<file path="src/rtl/systolic_pkg.sv">
// systolic_pkg: shared constants for the 2x2 systolic array result path.
//   DATA_SIZE / AXIS_NUM / ACC_W : operand, tile-coordinate and accumulator widths
//   V_*                          : drain phase codes driven by the control unit
//   BANK_*                       : ping-pong bank state encoding
package systolic_pkg;

  localparam int DATA_SIZE = 8;
  localparam int AXIS_NUM  = 3;
  // Two 8x8 products summed need one extra bit beyond 2*DATA_SIZE.
  localparam int ACC_W     = 2 * DATA_SIZE + 1;

  localparam logic [1:0] V_IDLE = 2'd0;
  localparam logic [1:0] V_P1   = 2'd1;  // PE11 done, tile coordinates valid
  localparam logic [1:0] V_P2   = 2'd2;  // PE12 and PE21 done
  localparam logic [1:0] V_P3   = 2'd3;  // PE22 done, tile complete

  localparam logic [1:0] BANK_EMPTY   = 2'd0;
  localparam logic [1:0] BANK_FILLING = 2'd1;
  localparam logic [1:0] BANK_FULL    = 2'd2;

endpackage

</file>
<file path="src/rtl/systolic_drain_if.sv">
// systolic_drain_if: result stream from the drain block to the result sink.
//   out_valid : out_data/out_row/out_col carry a result
//   out_ready : sink accepts the current result
//   out_data  : accumulator value, unmodified
//   out_row   : {tile x, local row bit}
//   out_col   : {tile y, local col bit}
// Handshake: a result transfers on every rising edge where out_valid and
// out_ready are both 1. Once out_valid is raised, it and the payload hold
// unchanged until that transfer; out_valid never depends on out_ready.
interface systolic_drain_if #(
  parameter int ACC_W    = systolic_pkg::ACC_W,
  parameter int AXIS_NUM = systolic_pkg::AXIS_NUM
);
  logic                out_valid;
  logic                out_ready;
  logic [ACC_W-1:0]    out_data;
  logic [AXIS_NUM:0]   out_row;
  logic [AXIS_NUM:0]   out_col;

  modport master (output out_valid, out_data, out_row, out_col, input out_ready);
  modport slave  (input out_valid, out_data, out_row, out_col, output out_ready);
endinterface

</file>
<file path="src/rtl/systolic_tile_bank.sv">
// systolic_tile_bank: one half of the ping-pong result buffer.
//   cap_p1/cap_p2/cap_p3 : capture strobes for phase 1/2/3 (only acted on in the right state)
//   x, y, c11..c22       : tile coordinates and PE accumulators
//   pop                  : current entry accepted by the sink
//   state_o              : registered bank state (EMPTY/FILLING/FULL)
//   state_next_o         : state after this edge
//   idx_next_o           : drain index after this edge
//   data_next_o          : entry selected by idx_next_o (lets the top register its outputs)
//   x_o, y_o             : latched tile coordinates
module systolic_tile_bank #(
  parameter int ACC_W    = systolic_pkg::ACC_W,
  parameter int AXIS_NUM = systolic_pkg::AXIS_NUM
) (
  input  logic                clk,
  input  logic                reset,
  input  logic                cap_p1,
  input  logic                cap_p2,
  input  logic                cap_p3,
  input  logic [AXIS_NUM-1:0] x,
  input  logic [AXIS_NUM-1:0] y,
  input  logic [ACC_W-1:0]    c11,
  input  logic [ACC_W-1:0]    c12,
  input  logic [ACC_W-1:0]    c21,
  input  logic [ACC_W-1:0]    c22,
  input  logic                pop,
  output logic [1:0]          state_o,
  output logic [1:0]          state_next_o,
  output logic [1:0]          idx_next_o,
  output logic [ACC_W-1:0]    data_next_o,
  output logic [AXIS_NUM-1:0] x_o,
  output logic [AXIS_NUM-1:0] y_o
);
  import systolic_pkg::*;

  logic [1:0]          state_q, state_d;
  logic [1:0]          idx_q, idx_d;
  logic [ACC_W-1:0]    entry_q [4];
  logic [ACC_W-1:0]    entry_d [4];
  logic [AXIS_NUM-1:0] x_q, x_d, y_q, y_d;

  always_comb begin
    state_d = state_q;
    idx_d   = idx_q;
    entry_d = entry_q;
    x_d     = x_q;
    y_d     = y_q;
    case (state_q)
      BANK_EMPTY: begin
        if (cap_p1) begin
          entry_d[0] = c11;
          x_d        = x;
          y_d        = y;
          state_d    = BANK_FILLING;
        end
      end
      BANK_FILLING: begin
        if (cap_p2) begin
          entry_d[1] = c12;
          entry_d[2] = c21;
        end
        if (cap_p3) begin
          entry_d[3] = c22;
          idx_d      = 2'd0;
          state_d    = BANK_FULL;
        end
      end
      BANK_FULL: begin
        if (pop) begin
          if (idx_q == 2'd3) begin
            idx_d   = 2'd0;
            state_d = BANK_EMPTY;
          end else begin
            idx_d = idx_q + 2'd1;
          end
        end
      end
      default: state_d = BANK_EMPTY;
    endcase
  end

  always_ff @(posedge clk or posedge reset) begin
    if (reset) begin
      state_q <= BANK_EMPTY;
      idx_q   <= 2'd0;
      x_q     <= '0;
      y_q     <= '0;
      for (int i = 0; i < 4; i++) entry_q[i] <= '0;
    end else begin
      state_q <= state_d;
      idx_q   <= idx_d;
      x_q     <= x_d;
      y_q     <= y_d;
      entry_q <= entry_d;
    end
  end

  // A FULL bank never captures, so entry_q[idx_d] is already settled whenever
  // the top uses it (at the completing edge idx_d is 0 and entry 0 is old).
  assign state_o      = state_q;
  assign state_next_o = state_d;
  assign idx_next_o   = idx_d;
  assign data_next_o  = entry_q[idx_d];
  assign x_o          = x_q;
  assign y_o          = y_q;

endmodule

</file>
<file path="src/rtl/systolic_drain.sv">
// systolic_drain: captures the 2x2 array's accumulators as the control unit
// drains them, buffers completed tiles in two banks, and streams the four
// results of each tile out in order, tagged with global row/column.
//   clk, reset      : clock, asynchronous active-high reset
//   v, x, y         : drain phase and tile coordinates from the control unit
//   c11..c22        : PE accumulators
//   out_if (master) : result stream (out_valid/out_ready/out_data/out_row/out_col)
//   busy            : at least one bank holds a tile (filling or full)
//   overflow        : sticky; a tile arrived with no free bank and was dropped
module systolic_drain #(
  parameter int DATA_SIZE = systolic_pkg::DATA_SIZE,
  parameter int AXIS_NUM  = systolic_pkg::AXIS_NUM,
  parameter int ACC_W     = 2 * DATA_SIZE + 1
) (
  input  logic                clk,
  input  logic                reset,
  input  logic [1:0]          v,
  input  logic [AXIS_NUM-1:0] x,
  input  logic [AXIS_NUM-1:0] y,
  input  logic [ACC_W-1:0]    c11,
  input  logic [ACC_W-1:0]    c12,
  input  logic [ACC_W-1:0]    c21,
  input  logic [ACC_W-1:0]    c22,
  systolic_drain_if.master    out_if,
  output logic                busy,
  output logic                overflow
);
  import systolic_pkg::*;

  logic [1:0]          bank_state      [2];
  logic [1:0]          bank_state_next [2];
  logic [1:0]          bank_idx_next   [2];
  logic [ACC_W-1:0]    bank_data_next  [2];
  logic [AXIS_NUM-1:0] bank_x          [2];
  logic [AXIS_NUM-1:0] bank_y          [2];
  logic [1:0]          cap_p1, cap_p2, cap_p3, pop;

  logic wr_sel_q, wr_sel_d, rd_sel_q, rd_sel_d;
  logic dropped_q, dropped_d, overflow_q, overflow_d, busy_q, busy_d;
  logic out_valid_q, out_valid_d;
  logic [ACC_W-1:0]  out_data_q, out_data_d;
  logic [AXIS_NUM:0] out_row_q, out_row_d, out_col_q, out_col_d;
  logic p1_ok, p1_drop, p2_ok, p3_ok, handshake;

  for (genvar g = 0; g < 2; g++) begin : g_bank
    systolic_tile_bank #(.ACC_W(ACC_W), .AXIS_NUM(AXIS_NUM)) u_bank (
      .clk(clk), .reset(reset),
      .cap_p1(cap_p1[g]), .cap_p2(cap_p2[g]), .cap_p3(cap_p3[g]),
      .x(x), .y(y), .c11(c11), .c12(c12), .c21(c21), .c22(c22),
      .pop(pop[g]),
      .state_o(bank_state[g]), .state_next_o(bank_state_next[g]),
      .idx_next_o(bank_idx_next[g]), .data_next_o(bank_data_next[g]),
      .x_o(bank_x[g]), .y_o(bank_y[g])
    );
  end

  always_comb begin
    // Only the write bank can be FILLING, so checking it covers the
    // "no FILLING bank" case for out-of-order phases. Phases of a dropped
    // tile are ignored until its phase 3 closes it.
    p1_ok   = (v == V_P1) && (bank_state[wr_sel_q] == BANK_EMPTY);
    p1_drop = (v == V_P1) && !p1_ok;
    p2_ok   = (v == V_P2) && !dropped_q && (bank_state[wr_sel_q] == BANK_FILLING);
    p3_ok   = (v == V_P3) && !dropped_q && (bank_state[wr_sel_q] == BANK_FILLING);
    handshake = out_valid_q && out_if.out_ready;

    cap_p1 = {p1_ok && wr_sel_q, p1_ok && !wr_sel_q};
    cap_p2 = {p2_ok && wr_sel_q, p2_ok && !wr_sel_q};
    cap_p3 = {p3_ok && wr_sel_q, p3_ok && !wr_sel_q};
    pop    = {handshake && rd_sel_q, handshake && !rd_sel_q};

    wr_sel_d = wr_sel_q ^ p3_ok;
    rd_sel_d = rd_sel_q ^ ((bank_state[rd_sel_q] == BANK_FULL) &&
                           (bank_state_next[rd_sel_q] == BANK_EMPTY));

    dropped_d = dropped_q;
    if (v == V_P1)      dropped_d = p1_drop;
    else if (v == V_P3) dropped_d = 1'b0;
    overflow_d = overflow_q || p1_drop;

    busy_d = (bank_state_next[0] != BANK_EMPTY) || (bank_state_next[1] != BANK_EMPTY);

    // Outputs are loaded from the banks' next state so out_valid rises on
    // the same edge that completes a tile, yet still comes from a flop.
    out_valid_d = (bank_state_next[rd_sel_d] == BANK_FULL);
    out_data_d  = out_data_q;
    out_row_d   = out_row_q;
    out_col_d   = out_col_q;
    if (out_valid_d) begin
      out_data_d = bank_data_next[rd_sel_d];
      out_row_d  = {bank_x[rd_sel_d], bank_idx_next[rd_sel_d][1]};
      out_col_d  = {bank_y[rd_sel_d], bank_idx_next[rd_sel_d][0]};
    end
  end

  always_ff @(posedge clk or posedge reset) begin
    if (reset) begin
      wr_sel_q    <= 1'b0;
      rd_sel_q    <= 1'b0;
      dropped_q   <= 1'b0;
      overflow_q  <= 1'b0;
      busy_q      <= 1'b0;
      out_valid_q <= 1'b0;
      out_data_q  <= '0;
      out_row_q   <= '0;
      out_col_q   <= '0;
    end else begin
      wr_sel_q    <= wr_sel_d;
      rd_sel_q    <= rd_sel_d;
      dropped_q   <= dropped_d;
      overflow_q  <= overflow_d;
      busy_q      <= busy_d;
      out_valid_q <= out_valid_d;
      out_data_q  <= out_data_d;
      out_row_q   <= out_row_d;
      out_col_q   <= out_col_d;
    end
  end

  assign out_if.out_valid = out_valid_q;
  assign out_if.out_data  = out_data_q;
  assign out_if.out_row   = out_row_q;
  assign out_if.out_col   = out_col_q;
  assign busy             = busy_q;
  assign overflow         = overflow_q;

endmodule

</file>
<file path="src/flat_wrapper.sv">
// flat-port wrapper written by rule: the top's interface ports become plain ports
module systolic_drain_flat import systolic_pkg::*;
#(
  parameter int DATA_SIZE = systolic_pkg::DATA_SIZE,
  parameter int AXIS_NUM  = systolic_pkg::AXIS_NUM,
  parameter int ACC_W     = 2 * DATA_SIZE + 1
)
  (clk, reset, v, x, y, c11, c12, c21, c22, busy, overflow, out_if_out_valid, out_if_out_data, out_if_out_row, out_if_out_col, out_if_out_ready);
  systolic_drain_if #(.ACC_W(ACC_W), .AXIS_NUM(AXIS_NUM)) out_if_i ();
  input  logic clk;
  input  logic reset;
  input  logic [1:0] v;
  input  logic [AXIS_NUM-1:0] x;
  input  logic [AXIS_NUM-1:0] y;
  input  logic [ACC_W-1:0] c11;
  input  logic [ACC_W-1:0] c12;
  input  logic [ACC_W-1:0] c21;
  input  logic [ACC_W-1:0] c22;
  output logic busy;
  output logic overflow;
  output wire logic [$bits(out_if_i.out_valid)-1:0] out_if_out_valid;
  output wire logic [$bits(out_if_i.out_data)-1:0] out_if_out_data;
  output wire logic [$bits(out_if_i.out_row)-1:0] out_if_out_row;
  output wire logic [$bits(out_if_i.out_col)-1:0] out_if_out_col;
  input wire logic [$bits(out_if_i.out_ready)-1:0] out_if_out_ready;
  assign out_if_out_valid = out_if_i.out_valid;
  assign out_if_out_data = out_if_i.out_data;
  assign out_if_out_row = out_if_i.out_row;
  assign out_if_out_col = out_if_i.out_col;
  assign out_if_i.out_ready = out_if_out_ready;
  systolic_drain #(.DATA_SIZE(DATA_SIZE), .AXIS_NUM(AXIS_NUM), .ACC_W(ACC_W)) u_core (.clk(clk), .reset(reset), .v(v), .x(x), .y(y), .c11(c11), .c12(c12), .c21(c21), .c22(c22), .out_if(out_if_i), .busy(busy), .overflow(overflow));
endmodule
</file>
<file path="config.mk">
export PLATFORM = sky130hd
export DESIGN_NAME = systolic_drain_flat
export DESIGN_NICKNAME = d
export VERILOG_FILES = /design/src/rtl/systolic_pkg.sv /design/src/rtl/systolic_drain_if.sv /design/src/rtl/systolic_tile_bank.sv /design/src/rtl/systolic_drain.sv /design/src/flat_wrapper.sv
export SDC_FILE = /design/constraint.sdc
export NUM_CORES = 1
export LEC_CHECK = 0
export BUFFER_PORTS_ARGS = -buffer_cell sky130_fd_sc_hd__buf_2
export CAP_MARGIN = 20
export CORE_MARGIN = 5
export CORE_UTILIZATION = 50
export DETAILED_ROUTE_END_ITERATION = 16
export GPL_TIMING_DRIVEN = 0
export PLACE_DENSITY = 0.73
export SLEW_MARGIN = 10
export SYNTH_ARGS = -nofsm -noshare
export SYNTH_HDL_FRONTEND = slang
export SYNTH_SLANG_ARGS = --single-unit
</file>
<file path="constraint.sdc">
create_clock -name clk -period 6.2 [get_ports clk]
set_clock_uncertainty 0.1 [all_clocks]
set_input_delay 1.24 -clock clk [delete_from_list [all_inputs] [get_ports clk]]
set_output_delay 1.24 -clock clk [all_outputs]
set_load 0.05 [all_outputs]
</file>
Word level (Yosys, flattened, before mapping). Index checks and enable logic that the tools add are counted.

Reductions and logical operators: 35. $mul: 0. Shift-type cells: 0. Eq/ne operators: 12. $lt $le $gt $ge: 5. Bitwise gates (word level): 7. Div/mod/pow operators: 0. Add/subtract/negate cells: 2. Muxes and demuxes: 50.

Operator list (number): $mux 17 (7); $bmux 17 s2 (2); $mux 2 (29); $mux 3 (6); $eq 2x2->1 const B (8); $logic_and 1x1->1 (16); $pmux 2 s3 (2); $reduce_and 2->1 (6); $eq 2x1->1 const B (4); $logic_not 2->1 (4); $pmux 2 s2 (2); $ge 2x2->1 const B (3); $ge 3x3->1 const B (2); $not 1->2 (3); $not 2->3 (2); $reduce_bool 2->1 (3); $add 2x1->2 const B (2); $logic_not 1->1 (4); $logic_or 1x1->1 (2); $mux 1 (2); $xor 1x1->1 (2).

Memory bits (writable): 0. Register bits after elaboration: 187. Memories kept: 0. Latch bits: 0. Bits in read-only memories: 0. Output and inout port bits: 28. Input bits: 79.

Logic depth before layout (Yosys ltp).
Word-level depth: 20. Depth in mapped cells: 15. Depth with buffers taken out: 12.

Modules after synthesis. From an unflattened synthesis, not the netlist that was laid out.

Cell total of the unflattened synthesis: 750. Area total of the unflattened synthesis: 9103.7 um^2.

By module, submodules not included: systolic_tile_bank (instances 2, sequential area each 1951.9 um^2, cells each 312, area an instance 3799.9 um^2); systolic_drain (instances 1, sequential area each 775.7 um^2, cells each 126, area an instance 1503.9 um^2).

Worst setup path before layout. No wires, ideal clock.

Kind: input to register. From: input v[1]. To: register u_core.out_data_q[10], in the netlist u_core.out_if.out_data[10]. Data required time: 6.019 ns. Cell stages on the path: 10. Arrival: 3.102 ns. Library setup time: 0.081 ns. Slack: 2.916 ns. Path through: nand3b_1 -> nor2_1 -> ha_1 -> nand2b_1 -> a21boi_0 -> a311oi_2 -> clkbuf_1 -> a211oi_1 -> a211o_1 -> a31oi_2.

Word-level cells in the longest chain between the ends: 17. Elaborated cells between the ends (all ways): 41. Those cells by class: 3 x eq/ne; 25 x mux; 4 x bitwise; 9 x reduce/logical.

Ends and longest elaborated chain: start: declaration (line flat_wrapper.sv:12) `input logic [1:0] v;`; $eq 2x2->1 (line systolic_drain.sv:64) `p3_ok = (v == V_P3) && !dropped_q && (bank_state[wr_sel_q] == BANK_FILLING);`; $logic_and 1x1->1 (2 in a row) (line systolic_drain.sv:64); $logic_and 1x1->1 (line systolic_drain.sv:69) `cap_p3 = {p3_ok && wr_sel_q, p3_ok && !wr_sel_q};`; $mux 2 (line systolic_tile_bank.sv:61) `if (cap_p3) begin`; $pmux 2 s3 (line systolic_tile_bank.sv:47) `case (state_q)`; $mux 2 (implied by the code) (3 in a row) (line systolic_drain.sv:74) `(bank_state_next[rd_sel_q] == BANK_EMPTY));`; $logic_not 2->1 (line systolic_drain.sv:74); $logic_and 1x1->1 (line systolic_drain.sv:73) `rd_sel_d = rd_sel_q ^ ((bank_state[rd_sel_q] == BANK_FULL) &&`; $xor 1x1->1 (line systolic_drain.sv:73); $not 1->2 (implied by the code) (line systolic_drain.sv:85, systolic_drain.sv:90); $mux 2 (implied by the code) (3 in a row) (line systolic_drain.sv:85) `out_valid_d = (bank_state_next[rd_sel_d] == BANK_FULL);`; $eq 2x2->1 (line systolic_drain.sv:85); end signal: assignment (line systolic_drain.sv:114) `out_data_q <= out_data_d;`; end: declaration (line systolic_drain.sv:41) `logic [ACC_W-1:0] out_data_q, out_data_d;`.

Several ways; a longest one is shown, not always the timed one. The select of a mux whose other input is x is not followed. A chain may end at the register's enable or synchronous reset.

Worst setup path after layout.
From: input v[1]. To: register u_core.out_data_q[2], in the netlist u_core.out_if.out_data[2].

Same word-level chain as after synthesis.

==> results.sh <==
export IMPL_status="finished, final reports clean"
export IMPL_stdcell_count=1069
export IMPL_clockRootBuffer="clkbuf_16"
export IMPL_numCtsBuffers=17
export IMPL_vias_per_cell=5.87
export IMPL_fin_crit_sh_pct=58.6
export IMPL_detail_route_antenna_nets=0
export IMPL_post_cts_setup_buffers=0
export IMPL_final_util_pct=59.9
export IMPL_syn_num_nets=791
export IMPL_cts_tree="built"
export IMPL_io_buffers=106
export IMPL_grtUsageMet3_pct=4.22
export IMPL_vias=6271
export IMPL_hold_buffers=0
export IMPL_drc=0
export IMPL_core_area_um2=17300
export IMPL_yosys_warnings=0
export IMPL_path_max_fanout=10
export IMPL_critPathArrivalTime_ns=3.88
export IMPL_syn_to_final_growth_pct=17.6
export IMPL_fillerInstances=1444
export IMPL_drive_above_1_share_pct=40.4
export IMPL_placed_area_um2=9750
export IMPL_synthArstFlopShare_pct=100
export IMPL_cellLeakagePower_uw=0.00486
export IMPL_grt_usage_pct=23.4
export IMPL_stdcell_area_um2=10400
export IMPL_final_max_slew_viol_count=0
export IMPL_clkLatencyLatePin_ns=0.43
export IMPL_end_kind="flip-flop"
export IMPL_total_power_uw=4500
export IMPL_cp_required_ns=6.45
export IMPL_final_common_cell="dfrtp_1"
export IMPL_syn_avg_cell_area_um2=12.6
export IMPL_die_area_um2=20400
export IMPL_ir_drop_mv=0.264
export IMPL_dp_hpwl_mm=16.8
export IMPL_ys_seq_area_share_pct=53.1
export IMPL_dp_cells=1037
export IMPL_drt_iter0_drc=512
export IMPL_hold_viol_final=0
export IMPL_slew_headroom_pct=44.5
export IMPL_start_util_pct=50.9
export IMPL_ys_types=46
export IMPL_io_pins=107
export IMPL_cts_resized=0
export IMPL_die_w_um=143
export IMPL_min_path_type="flip-flop to flip-flop"
export IMPL_rsz0062_at_grt="no"
export IMPL_grt_max_degree=37
export IMPL_synth_main_ff_cell="dfrtp_1"
export IMPL_synth_cells=700
export IMPL_clk_pin_slew_ns=0.07
export IMPL_gp_congestion=0.801
export IMPL_syn_area_um2=8810
export IMPL_finalSetupTns_ns=0
export IMPL_antenna_found_initial=0
export IMPL_cap_violations=0
export IMPL_layout_common_cells="dfrtp_1 (187), mux2_2 (150), buf_2 (123)"
export IMPL_tightestPinTransition_ns=0.832
export IMPL_dr_pass1_iters=5
export IMPL_path_class="input pin to flip-flop"
export IMPL_grt_busiest_layer="met2"
export IMPL_start_kind="input pin"
export IMPL_routed_wl_mm=23.1
export IMPL_grt_pass1_wl_mm=36.1
export IMPL_power_density_nw_per_um2=434
export IMPL_grt_overflow_total=0
export IMPL_antennaDiodeCount=0
export IMPL_setup_violations=0
export IMPL_ys_ff_latch=187
export IMPL_avgRoutedWirePerCell_um=21.6
export IMPL_final_nets=922
export IMPL_rows=48
export IMPL_grtUsageMet1_pct=31.8
export IMPL_clockBufferDepth=2
export IMPL_met2_usage_pct=37.9
export IMPL_period_minus_slack_ns=3.63
export IMPL_cts_max_level=4
export IMPL_clock_sinks=187
export IMPL_die_h_um=143
export IMPL_synth_edf_count=0
export IMPL_clock_fmax_ghz=0.275
export IMPL_grt_pass1_vias=6513
sequential cells by signal (all words and copies together) (netlist names):
register and flops:
u_core.out_if.out_valid 1, u_core.out_if.out_data 17, u_core.g_bank.u_bank.idx_q 4, u_core.rd_sel_q 1, u_core.g_bank.u_bank.y_o 6, u_core.wr_sel_q 1, u_core.overflow 1, u_core.out_if.out_row 4
u_core.out_if.out_col 4, u_core.g_bank.u_bank.entry_q 136, u_core.g_bank.u_bank.x_o 6, u_core.dropped_q 1, u_core.busy 1, u_core.g_bank.u_bank.state_o 4
synth_stat cells, types with 2 or more instances:
master     count  area, µm²
a211o_1       18        158
a211oi_1      38        285
a21boi_0      18        135
a21oi_1        8       40.0
a311o_1       17        170
a31oi_1       11       68.8
a31oi_2       13        163
and3_1        19        119
buf_2         17       85.1
buf_4          2       15.0
buf_6          4       45.0
clkbuf_1      23       86.3
dfrtp_1      187       4680
ha_1          12        150
inv_1         15       56.3
inv_4          2       12.5
mux2_2       150       1690
mux2i_1       17        170
nand2_1       57        214
nand3_1        4       20.0
nand3b_1       3       22.5
nand4_1        2       12.5
nand4bb_1      2       22.5
nor2_1        30        113
nor2b_1        2       12.5
nor3_1         3       15.0
o21ai_0        5       25.0
or3_1          3       18.8
cell families after synthesis:
logic type,count (synthesis),synth area share [%]
fa+ha+maj,12,1.70
compound gates,139,13.5
simple gates,132,7.13
buf+inv,63,3.41
mux,167,21.1
flops,187,53.1
layout make-up:
| type | instances | area [µm²] | share of cell area, % |
|---|---|---|---|
| Clock buffer | 18 | 439 | 4.24 |
| Clock inverter | 14 | 169 | 1.63 |
| Multi-Input combinational cell | 450 | 3830 | 36.9 |
| Buffer | 46 | 231 | 2.23 |
| Inverter | 17 | 72.6 | 0.701 |
| Sequential cell | 187 | 4680 | 45.2 |
| Timing Repair Buffer | 112 | 658 | 6.35 |
| Tap cell | 225 | 282 | 2.72 |
where the power goes:
group	internal (µW)	leakage, µW	switching, µW
Sequential	1650	0.00241	255
Combinational	639	0.00215	829
Clock	648	0.000296	478
final timing paths:
kind / start / end / slack, ns / depth (start not counted)
max in group asynchronous: reset / u_core.out_if.out_col[3]$_DFFE_PP0N_ / 4.20 / 6
worst max-delay path: v[1] / u_core.out_if.out_data[2]$_DFFE_PP0N_ / 2.57 / 11
min in group asynchronous: reset / u_core.g_bank[0].u_bank.entry_q[2]$_DFFE_PP0P_ / 0.67 / 2
worst min register to register: u_core.overflow$_DFF_PP0_ / u_core.overflow$_DFF_PP0_ / 0.36 / 1
worst min-delay path: u_core.overflow$_DFF_PP0_ / u_core.overflow$_DFF_PP0_ / 0.36 / 1
worst max register to register: u_core.g_bank[0].u_bank.state_o[0]$_DFF_PP0_ / u_core.out_if.out_data[2]$_DFFE_PP0N_ / 2.58 / 12
routing by layer:
| layer | part of all wire (%) | vias to the layer above |
|---|---|---|
| met5 | 0 | - |
| met4 | 2.9 | 0 |
| met3 | 6.1 | 40 |
| met2 | 48 | 228 |
| met1 | 43 | 3164 |
| li1 | - | 2839 |
critical path: stages:
cell	delay, ns
buf_2	0.11
nand3b_1	0.09
nor2_1	0.16
ha_1	0.26
nand2b_1	0.18
a21boi_0	0.12
a311oi_2	0.53
clkbuf_1	0.53
a211oi_1	0.16
a211o_1	0.32
a31oi_2	0.18
stage by stage:
| step | worst slack (ns) | hold WS, ns |
|---|---|---|
| after floorplan | 2.45 | 0.345 |
| after global placement | 1.30 | 0.346 |
| after global routing | 2.31 | 0.380 |
| after detailed placement | 2.18 | 0.351 |
| after CTS | 2.56 | 0.367 |
| final | 2.57 | 0.359 |
Note: power is estimated with default switching activity, not from simulation.
